===== src/rtl/ls_74283.sv =====
// 4-bit look-ahead-carry binary adder (74LS283 equivalent) with optional output register.
// Define LS_74283_OUT_REG_EN to register sum/cout/ovf; otherwise the _q outputs mirror the combinational path.
module ls_74283 (
    input  logic       clk,
    input  logic       rst,
    input  logic       ce,
    input  logic [3:0] a,
    input  logic [3:0] b,
    input  logic       cin,
    output logic [3:0] sum,
    output logic       cout,
    output logic       ovf,
    output logic [3:0] sum_q,
    output logic       cout_q,
    output logic       ovf_q
);

    logic [3:0] g;
    logic [3:0] p;
    logic [4:0] c;

    generate
        for (genvar gi = 0; gi < 4; gi++) begin : g_bit
            assign g[gi]   = a[gi] & b[gi];
            assign p[gi]   = a[gi] ^ b[gi];
            assign sum[gi] = p[gi] ^ c[gi];
        end
    endgenerate

    // Every carry is a flat sum-of-products of g, p and cin; no carry feeds another.
    assign c[0] = cin;
    assign c[1] = g[0] | (p[0] & cin);
    assign c[2] = g[1] | (p[1] & g[0]) | (p[1] & p[0] & cin);
    assign c[3] = g[2] | (p[2] & g[1]) | (p[2] & p[1] & g[0])
                | (p[2] & p[1] & p[0] & cin);
    assign c[4] = g[3] | (p[3] & g[2]) | (p[3] & p[2] & g[1])
                | (p[3] & p[2] & p[1] & g[0]) | (p[3] & p[2] & p[1] & p[0] & cin);

    assign cout = c[4];
    assign ovf  = c[3] ^ c[4];

`ifdef LS_74283_OUT_REG_EN
    logic [3:0] sum_reg;
    logic       cout_reg;
    logic       ovf_reg;

    always_ff @(posedge clk or posedge rst) begin
        if (rst) begin
            sum_reg  <= 4'b0000;
            cout_reg <= 1'b0;
            ovf_reg  <= 1'b0;
        end else if (ce) begin
            sum_reg  <= sum;
            cout_reg <= cout;
            ovf_reg  <= ovf;
        end
    end

    assign sum_q  = sum_reg;
    assign cout_q = cout_reg;
    assign ovf_q  = ovf_reg;
`else
    // Register bypassed: clock, reset and enable are intentionally left dangling.
    logic unused_ctrl;
    assign unused_ctrl = &{1'b0, clk, rst, ce};

    assign sum_q  = sum;
    assign cout_q = cout;
    assign ovf_q  = ovf;
`endif

endmodule


===== config.mk =====
export PLATFORM = sky130hd
export DESIGN_NAME = ls_74283
export DESIGN_NICKNAME = d
export VERILOG_FILES = /design/src/rtl/ls_74283.sv
export SDC_FILE = /design/constraint.sdc
export NUM_CORES = 1
export LEC_CHECK = 0
export ABC_CLOCK_PERIOD_IN_PS = 2100
export BUFFER_PORTS_ARGS = -buffer_cell sky130_fd_sc_hd__buf_2
export CORE_AREA = 2 2 39 41
export DETAILED_ROUTE_END_ITERATION = 16
export DIE_AREA = 0 0 41 43
export SKIP_LAST_GASP = 1
export SYNTH_ARGS = -nofsm -noshare
export SYNTH_HDL_FRONTEND = slang
export SYNTH_SLANG_ARGS = --single-unit

===== constraint.sdc =====
create_clock -name vclk -period 2.1
set_input_delay 0.42 -clock vclk [all_inputs]
set_output_delay 0.42 -clock vclk [all_outputs]
set_load 0.01 [all_outputs]

# == After elaboration in Yosys (flattened, before gate mapping) ==
# Index checks and enable logic that the tools add are counted.
# op_classes
n_eq_ne,0
div,0
mux,0
multipliers,0
shift,0
n_reduce_logical,0
order_cmp,0
bitwise,39
add_sub_neg,0
# ops
op,count
1-bit AND,20
1-bit OR,10
1-bit bitwise XOR,9
# word_totals
in_bits,12
rom_bits,0
elab_cells,39
reg_bits,0
output_inout_bits,12
latchBits,0
memories,0
ram_bits,0

# == Logic depth before layout (Yosys ltp) ==
# Gate-level depths: netlist of the first run.
# logic_depth
depth_word,7
ltp_mapped,5
ltp_nobuf,4

# == Least setup slack after synthesis of the first run ==
# OpenSTA, ideal clock, no wires.
# synth_path
path_type,input to output
startpoint,input a[0]
endpoint,output ovf_q
arrival_ns,1.672
required_ns,1.680
n_path_buf,1
path_slack_ns,0.008
stages,5
path_cell_list,ha_1 -> a211o_1 -> a21oi_4 -> mux2_4 -> buf_4
# synth_via
elab_chain_cells,5
word_cells_on_any_way,13
cone_classes,bitwise: 13
# synth_lines
item,line_no,text
"start, declared",7,"input logic [3:0] a,"
1-bit AND or 1-bit bitwise XOR (tied branches),"24, 25",
"1-bit AND, on equally long branches","34, 35, 37",
1-bit OR (tied with other cells),34,assign c[3] = g[2] | (p[2] & g[1]) | (p[2] & p[1] & g[0])
"1-bit OR, on equally long branches","35, 37",
1-bit bitwise XOR *,40,assign ovf = c[3] ^ c[4];
"end, declared",15,output logic ovf_q
# Every way passes the cells marked *; elsewhere a longest branch is shown, timed or not.

# == Worst setup path in the final report of the first run ==
# layout_path
startpoint,input b[0]
endpoint,output ovf
# layout_via
elab_chain_cells,5
word_cells_on_any_way,13
cone_classes,bitwise: 13
# layout_lines
item,line_no,text
"start, declared",8,"input logic [3:0] b,"
1-bit AND or 1-bit bitwise XOR (tied branches),"24, 25",
"1-bit AND, on equally long branches","34, 35, 37",
1-bit OR (tied with other cells),34,
"1-bit OR, on equally long branches","35, 37",
1-bit bitwise XOR *,40,
"end, declared",12,"output logic ovf,"
# Marks and branches as above.

==> run_results.csv, run 1 <==
group,metric,value,unit
power_and_ir_drop,leakagePower,0.208,nW
floorplanning,core,1380,µm²
floorplanning,core.rowCount,14,
placed_design,placed_area,323,µm²
power_and_ir_drop,comb_power_share,100.0,%
setup_path,cp.required,1680,ps
cells_and_area,area_growth,63.2,%
setup_path,crit_buf_inv,2,
setup_path,crit_path_start_kind,"input pin",
clock_tree,postCtsHoldBufs,0,
hold_path,hold_class,"input pin to output pin",
logic_synthesis,yosysSeqAreaShare,0,%
timing,clock.fmax,477,MHz
global_routing,grt_max_degree,4,
cells_and_area,final_cell_mix,"buf_2, inv_1, ha_1, buf_6, buf_4",
cells_and_area,drive_gt1_share,64.4,%
timing,hold_viol_final,0,
timing,layout_min_cycle_time,2100,ps
setup_path,critPathMaxStageDelay,330,ps
floorplanning,fp.dieArea,1760,µm²
setup_path,crit_start,"b[0]",
timing,setup_violations,0,
route,wire_per_inst,8.13,µm
power_and_ir_drop,p_sw_share,47.6,%
placed_design,gp_congestion,0.541,
setup_path,crit_type,"input pin to output pin",
power_and_ir_drop,seq_power_share,0,%
setup_path,cp.depth,6,
power_and_ir_drop,p_clk_share,0,%
route,vias_per_cell,3.75,
floorplanning,io_pins,24,
power_and_ir_drop,p_per_area,370,nW/µm²
power_and_ir_drop,peakVddDrop,0.128,mV
cells_and_area,final.clkbuf_count,0,
global_routing,grt_overflow,0,
cells_and_area,layout_commonest_cell,"buf_2",
logic_synthesis,synth_cells,27,
route,firstDrtPassIters,2,
power_and_ir_drop,p_int,0.0000720,W
power_and_ir_drop,netSwitchingPower,0.0000654,W
timing,tightestPinTransition,159,ps
route,wirelength,496,µm
logic_synthesis,netlist_area,228,µm²
logic_synthesis,syn_avg_cell_area,8.43,µm²
cells_and_area,nets,64,
route,vias,229,
global_routing,first_global_vias,219,
logic_synthesis,ys_warn_count,0,
route,ant_nets,0,
setup_path,end_kind,"output pin",
timing,whs,1310,ps
setup_path,critPathArrivalTime,1680,ps
setup_path,crit_fanout,3,
setup_path,path_delay_family,"compound AO/OA/AOI/OAI gates",
setup_path,crit_chain,"buf_8 > ha_4 > a211o_1 > a21oi_4 > mux2_4 > buf_6",
floorplanning,initial_utilization,16.5,%
setup_path,crit_slowest_cell,"mux2_4",
cells_and_area,seq_area,0,µm²
placed_design,hpwl,433,µm
floorplanning,die_h,43,µm
global_routing,antenna_found_initial,0,
global_routing,grtUsageTotal,5.59,%
run_status,status,"finished, final reports clean",
timing,final_max_slew_viol_count,0,
timing,rsz0062_at_grt,"true",
timing,maxSlewHeadroom,89.3,%
setup_path,cp-endpoint,"ovf",
logic_synthesis,synth_cell_types,13,
cells_and_area,antenna_cells,0,
route,dr.first_iter.drc_count,1,
flow_run,max-cap-violations,0,
placed_design,io_buffers,21,
route,drc,0,
logic_synthesis,synth_nets,44,
global_routing,grt_pass1_wl,738,µm
timing,finalCritPeriodShare,99.9,%
cells_and_area,seq_cell_count,0,
floorplanning,die_w,41,µm
cells_and_area,finalInstanceArea,372,µm²
==> final cells by class <==
cell class,instances,area [µm²]
multi-input cells,16,176
repair buffers,24,156
well taps,16,20.0
inverters,5,18.8
fillers,156,1010
==> how the worst min path moves through the flow <==
stage | startpoint | to | slack, ps | depth (start not counted)
5_1_grt | b[3] | sum[3] | 1330 | 4
4_1_cts | b[3] | sum[3] | 1320 | 4
6_report | b[3] | sum[3] | 1310 | 4
3_3_place_gp | cin | sum[0] | 1310 | 5
2_1_floorplan | cin | sum[0] | 1090 | 3
3_5_place_dp | b[3] | sum[3] | 1310 | 4
==> power by group through the flow <==
stage | combinational [W] | clock [W] | sequential [W]
after floorplan | 0.0000963 | 0 | 0
after global placement | 0.000125 | 0 | 0
after detailed placement | 0.000126 | 0 | 0
after CTS | 0.000137 | 0 | 0
after global routing | 0.000154 | 0 | 0
final | 0.000137 | 0 | 0
==> per-stage QoR <==
step | std cells | util [%] | power (W) | setup TNS [ps] | setup WS, ps
final | 61 | 26.9 | 0.000137 | 0 | 2.75
after global placement | 60 | 23.3 | 0.000125 | -268 | -80.9
after floorplan | 27 | - | 0.0000963 | 0 | 7.60
after global routing | 61 | 26.9 | 0.000154 | -110 | -39.5
after CTS | 60 | 26.0 | 0.000137 | -7.05 | -3.61
after detailed placement | 60 | 23.3 | 0.000126 | -252 | -87.1
==> cells by family after synthesis <==
family          synth area share, %
compound gates                 22.5
xor+xnor                       7.69
fa+ha+maj                      30.8
buf+inv                        28.0
mux                            6.59
simple gates                   4.40
==> Yosys cell counts <==
master,number,share of area [%]
mux2_4,1,6.6
nor2_1,1,1.6
xnor2_1,2,7.7
a21oi_1,2,4.4
ha_1,4,22
a21oi_4,1,7.1
o21bai_1,1,3.3
a211o_1,1,3.8
or2_2,1,2.7
o21a_2,1,3.8
buf_4,6,20
fa_1,1,8.8
inv_1,5,8.2
==> routing by layer <==
layer	up-vias	GRT usage (%)	share of wire [%]	routed length [µm]
li1	118	-	-	-
met1	99	5.70	35	176
met2	12	11.9	54	269
met3	0	0	10	50
met4	0	0	0	0
met5	-	0	0	0
==> repair_timing <==
action | CTS | global route
buffers inserted | 0 | 1
gates resized for setup | 5 | 1
setup endpoints to repair | 4 | 4
hold endpoints to repair | 0 | 0
pin swaps | 3 | 0
No activity file was read; power rests on OpenSTA's default activity.
==> inputs of run 2 (changes only) <==
Settings changed: ABC_AREA from default to 1, ABC_CLOCK_PERIOD_IN_PS 2100 to 1700.
Clock period 2.1 ns to 1.7 ns, I/O delays scaled along.
==> run 2 against run 1 <==
Effect of this change: flip-flop and latch count unchanged; cell area increased by 26%; die area unchanged; sequential share of layout area unchanged; hold slack got worse by 170 ps; first-iteration DRC count unchanged; power increased by 47%; area after synthesis increased by 33%; via count increased by 46%; wire length increased by 32%; non-clock buffer count decreased by 1; largest cell class unchanged.
==> run_results.csv, run 2 <==
group,metric,value,unit
global_routing,grtUsageTotal,7.29,%
cells_and_area,seq_area,0,µm²
floorplanning,die_h,43,µm
logic_synthesis,synth.area.top_cells,"nand2_1, ha_1, buf_4, inv_1, fa_1",
route,vias,334,
route,firstDrtPassIters,3,
route,met1_length,246,µm
global_routing,grt_overflow,0,
route,dr.first_iter.drc_count,1,
timing,tns,0,ps
global_routing,grt_max_degree,8,
setup_path,crit_path_start_kind,"input pin",
logic_synthesis,synth_cells,51,
placed_design,placed_cells,83,
route,wire_per_inst,7.92,µm
flow_run,max-cap-violations,0,
global_routing,antenna_found_initial,0,
floorplanning,core.rowCount,14,
timing,layout_min_cycle_time,1620,ps
timing,hold_viol_final,0,
timing,maxSlewHeadroom,86.7,%
logic_synthesis,yosysTopAreaCell,"nand2_1",
logic_synthesis,yosys-top-cells-count,"nand2_1, inv_1, buf_4",
setup_path,end_kind,"output pin",
logic_synthesis,synth.most_common_cell,"nand2_1",
power_and_ir_drop,comb_power_share,100.0,%
logic_synthesis,yosysTopAreaCellShare,17.4,%
setup_path,crit_buf_inv,2,
power_and_ir_drop,seq_power_share,0,%
route,vias_per_cell,4.02,
floorplanning,fp.dieArea,1760,µm²
global_routing,grt_pass1_wl,945,µm
route,wl_met2,378,µm
cells_and_area,seq_cell_count,0,
power_and_ir_drop,total_power,0.000202,W
timing,tightestPinTransition,200,ps
timing,rsz0062_at_grt,"true",
cells_and_area,final.clkbuf_count,0,
cells_and_area,finish.utilization,33.7,%
logic_synthesis,syn_avg_cell_area,5.94,µm²
logic_synthesis,ys_warn_count,0,
setup_path,crit_type,"input pin to output pin",
setup_path,critPathMaxStageDelay,290,ps
hold_path,hold_class,"input pin to output pin",
logic_synthesis,yosysSeqAreaShare,0,%
setup_path,crit_slowest_cell,"ha_4",
power_and_ir_drop,leakagePower,0.260,nW
setup_path,cp_common_cell,"nand2_1",
floorplanning,core,1380,µm²
route,wirelength,657,µm
power_and_ir_drop,p_per_area,433,nW/µm²
cells_and_area,layout_commonest_cell,"buf_2",
power_and_ir_drop,p_sw_share,51.5,%
logic_synthesis,synth_nets,68,
power_and_ir_drop,netSwitchingPower,0.000104,W
setup_path,crit_chain,"buf_6 > ha_4 > nand2_2 > nor2_2 > nor2_1 > nand2_1 > nand3_1 > nand2_1 > buf_2",
route,drc,0,
power_and_ir_drop,p_clk_share,0,%
timing,clock.fmax,618,MHz
route,ant_nets,0,
timing,final_max_slew_viol_count,0,
cells_and_area,final_cell_mix,"buf_2, nand2_1, inv_1",
floorplanning,die_w,41,µm
global_routing,first_global_vias,256,
cells_and_area,drive_gt1_share,49.3,%
setup_path,crit_fanout,6,
placed_design,gp_congestion,0.691,
logic_synthesis,synth_cell_types,15,
cells_and_area,area_growth,54.1,%
logic_synthesis,netlist_area,303,µm²
cells_and_area,fin_cells,83,
timing,finalCritPeriodShare,95.2,%
setup_path,path_delay_family,"simple AND/OR/NAND/NOR gates",
cells_and_area,antenna_cells,0,
run_status,status,"finished, final reports clean",
setup_path,cp.required,1360,ps
placed_design,io_buffers,21,
clock_tree,postCtsHoldBufs,0,
route,wl_met3,32,µm
power_and_ir_drop,peakVddDrop,0.146,mV
timing,setup_violations,0,
route,dr.max_layer_used,"met3",
placed_design,pre_cts_ws,-56.8,ps
setup_path,critPathArrivalTime,1280,ps
power_and_ir_drop,p_int,0.0000980,W
floorplanning,initial_utilization,21.9,%
cells_and_area,nFillCells,157,
floorplanning,io_pins,24,
timing,setup_slack,82.2,ps
cells_and_area,nets,86,
-- run 2: path summary, 6_finish.rpt --
kind	start	end	slack [ps]	cells past startpoint
setup / recovery	a[1]	ovf	80	9
hold / removal	a[2]	cout_q	1140	5
-- run 2: per-stage QoR --
stage	instance area, µm²	hold slack [ps]
6_report	467	1140
2_1_floorplan	303	920
4_1_cts	402	1130
3_5_place_dp	387	1130
5_1_grt	467	1160
3_3_place_gp	387	1130
-- run 2: metal layers --
layer	track usage [%]	vias up
met3	0	0
li1	-	182
met5	0	-
met1	8.86	145
met2	14.1	7
met4	0	0
-- run 2: what timing repair did --
action                                  in CTS  in global routing
resized for setup                            3                  9
setup buffers                                0                  0
pin swaps                                    0                  7
endpoints found under the setup margin       4                  6
-- run 2: cell type report --
cell class / count / area [µm²] / share of cell area (%)
tap: 16 / 20.0 / 4.29
multi-input combinational: 34 / 264 / 56.6
timing repair buffer: 23 / 145 / 31.1
inverter: 10 / 37.5 / 8.04
-- run 2: kinds of logic (layout without fill, tap and decap cells) --
family | Yosys count | count (layout) | synth area share, %
buffers and inverters | 17 | 33 | 31.0
XOR/XNOR | 2 | 2 | 5.79
AO/OA/AOI/OAI | 1 | 1 | 1.65
AND/OR/NAND/NOR | 26 | 26 | 38.4
adder cells (fa/ha/maj) | 5 | 5 | 23.1
-- run 2: power groups by stage --
stage,registers (W),clock network (W),logic [W]
6_report,0,0,0.000202
5_1_grt,0,0,0.000226
4_1_cts,0,0,0.000184
3_5_place_dp,0,0,0.000178
3_3_place_gp,0,0,0.000178
2_1_floorplan,0,0,0.000144
-- run 2: tightest hold or removal path: cells and delay by family --
family | cells | cell delay (ps)
buf+inv | 2 | 190
compound gates | 1 | 80
fa+ha+maj | 1 | 110
simple gates | 1 | 70
==> inputs of run 3 (changes only) <==
Settings changed: SETUP_SLACK_MARGIN from default to 0.15.
==> run 3 against run 2 <==
Effect of this change: utilization rose by 8.3 points; sequential share of layout area is the same; maximum frequency increased by 0.90%; first-iteration DRC count unchanged; wire length up 2.9%; non-clock buffer count unchanged; final cell count stayed put; flip-flop and latch count is the same; clock-buffer cell count stayed put; global-route usage increased by 1.3 points; hold slack worse by 16 ps.
==> run_results.csv, run 3 (synthesized netlist as in run 2, its figures left out) <==
group,metric,value,unit
power_and_ir_drop,netSwitchingPower,0.000126,W
power_and_ir_drop,seq_power_share,0,%
cells_and_area,area_growth,92.1,%
timing,setup_violations,0,
cells_and_area,seq_cell_count,0,
timing,whs,1120,ps
hold_path,worstHoldStart,"b[3]",
cells_and_area,drive_gt1_share,76.1,%
global_routing,grt_overflow,0,
setup_path,cp_common_cell,"buf_6",
clock_tree,postCtsHoldBufs,0,
route,vias_per_cell,4.27,
route,ant_nets,0,
setup_path,crit_chain,"buf_6 > ha_4 > nand3_1 > nor2_2 > nor2_4 > nand2_1 > nand2_2 > buf_6",
floorplanning,die_w,41,µm
placed_design,placed_area,407,µm²
timing,tightestPinTransition,157,ps
floorplanning,io_pins,24,
global_routing,busiest_layer,"met2",
setup_path,crit_type,"input pin to output pin",
route,dr.first_iter.drc_count,1,
setup_path,end_kind,"output pin",
floorplanning,core,1380,µm²
setup_path,critPathMaxStageDelay,300,ps
power_and_ir_drop,peakVddDrop,0.146,mV
global_routing,antenna_found_initial,0,
cells_and_area,antenna_cells,0,
setup_path,cp.required,1360,ps
power_and_ir_drop,comb_power_share,100.0,%
placed_design,placed_cells,82,
timing,clock.fmax,624,MHz
setup_path,crit_start,"b[2]",
cells_and_area,final.clkbuf_count,0,
power_and_ir_drop,total_power,0.000267,W
cells_and_area,fin_cells,83,
setup_path,critPathArrivalTime,1260,ps
cells_and_area,layout_commonest_cell,"buf_6",
floorplanning,fp.dieArea,1760,µm²
timing,tns,0,ps
flow_run,max-cap-violations,0,
route,vias,354,
route,wire_per_inst,8.14,µm
timing,finalCritPeriodShare,94.3,%
cells_and_area,nets,86,
hold_path,hold_class,"input pin to output pin",
global_routing,grt_pass1_wl,1160,µm
timing,rsz0062_at_grt,"true",
cells_and_area,seq_area,0,µm²
floorplanning,die_h,43,µm
floorplanning,core.rowCount,14,
placed_design,gp_congestion,0.718,
timing,final_max_slew_viol_count,0,
power_and_ir_drop,leakagePower,0.295,nW
global_routing,use_met2,14.4,%
placed_design,hpwl,535,µm
route,drc,0,
run_status,status,"finished, final reports clean",
power_and_ir_drop,p_int,0.000141,W
timing,hold_viol_final,0,
route,wirelength,676,µm
cells_and_area,finalInstanceArea,582,µm²
power_and_ir_drop,p_per_area,459,nW/µm²
cells_and_area,nFillCells,143,
global_routing,first_global_vias,302,
setup_path,crit_slowest_cell,"ha_4",
floorplanning,initial_utilization,21.9,%
cells_and_area,final_cell_mix,"buf_6, nand2_2, buf_2",
route,firstDrtPassIters,2,
timing,maxSlewHeadroom,89.6,%
cells_and_area,multi_input_comb_area,323,µm²
power_and_ir_drop,p_sw_share,47.1,%
timing,layout_min_cycle_time,1600,ps
global_routing,grt_max_degree,8,
global_routing,grtUsageTotal,8.63,%
power_and_ir_drop,p_clk_share,0,%
placed_design,io_buffers,21,
setup_path,crit_fanout,7,
setup_path,crit_path_start_kind,"input pin",
global_routing,use_met3,0.524,%
global_routing,grtUsageMet1,12.5,%
[run 3: through the flow]
| step | utilization [%] | setup WS (ps) |
|---|---|---|
| 2_1_floorplan | - | 96.9 |
| 3_3_place_gp | 29.4 | -29.1 |
| 3_5_place_dp | 29.4 | -36.7 |
| 4_1_cts | 37.8 | 83.7 |
| 5_1_grt | 42.0 | 8.99 |
| 6_report | 42.0 | 96.6 |
[run 3: layout make-up]
cell class / count / share of cell area, %
multi-input combinational: 34 / 55.5
timing repair buffer: 23 / 34.2
inverter: 10 / 6.88
tap: 16 / 3.44
[run 3: path summary, 6_finish.rpt]
| kind | slack [ps] | to | cells past startpoint |
|---|---|---|---|
| worst min-delay path | 1120 | cout | 5 |
| worst max-delay path | 100 | sum_q[3] | 8 |
[run 3: timing repair]
item	4_1_cts	5_1_grt
cloned	0	0
buffers inserted	1	0
pin swaps	8	15
endpoints found under the setup margin	10	12
resized for setup	19	19
[run 3: power by group through the flow]
stage | Sequential (W) | Clock [W] | Combinational (W)
global placement | 0 | 0 | 0.000188
global route | 0 | 0 | 0.000297
floorplan | 0 | 0 | 0.000158
CTS | 0 | 0 | 0.000245
finish | 0 | 0 | 0.000267
detailed placement | 0 | 0 | 0.000191
[run 3: critical path, delay by kind of cell]
| kind | cells | cell delay [ps] |
|---|---|---|
| adder cells (fa/ha/maj) | 1 | 300 |
| buffers and inverters | 2 | 210 |
| AND/OR/NAND/NOR | 5 | 420 |
[run 3: metal layers]
layer / routed length (µm) / vias up / part of all wire, %
met4: 0 / 0 / 0
li1: - / 183 / -
met1: 272 / 163 / 40
met5: 0 / - / 0
met3: 29 / 0 / 4.3
met2: 374 / 8 / 55
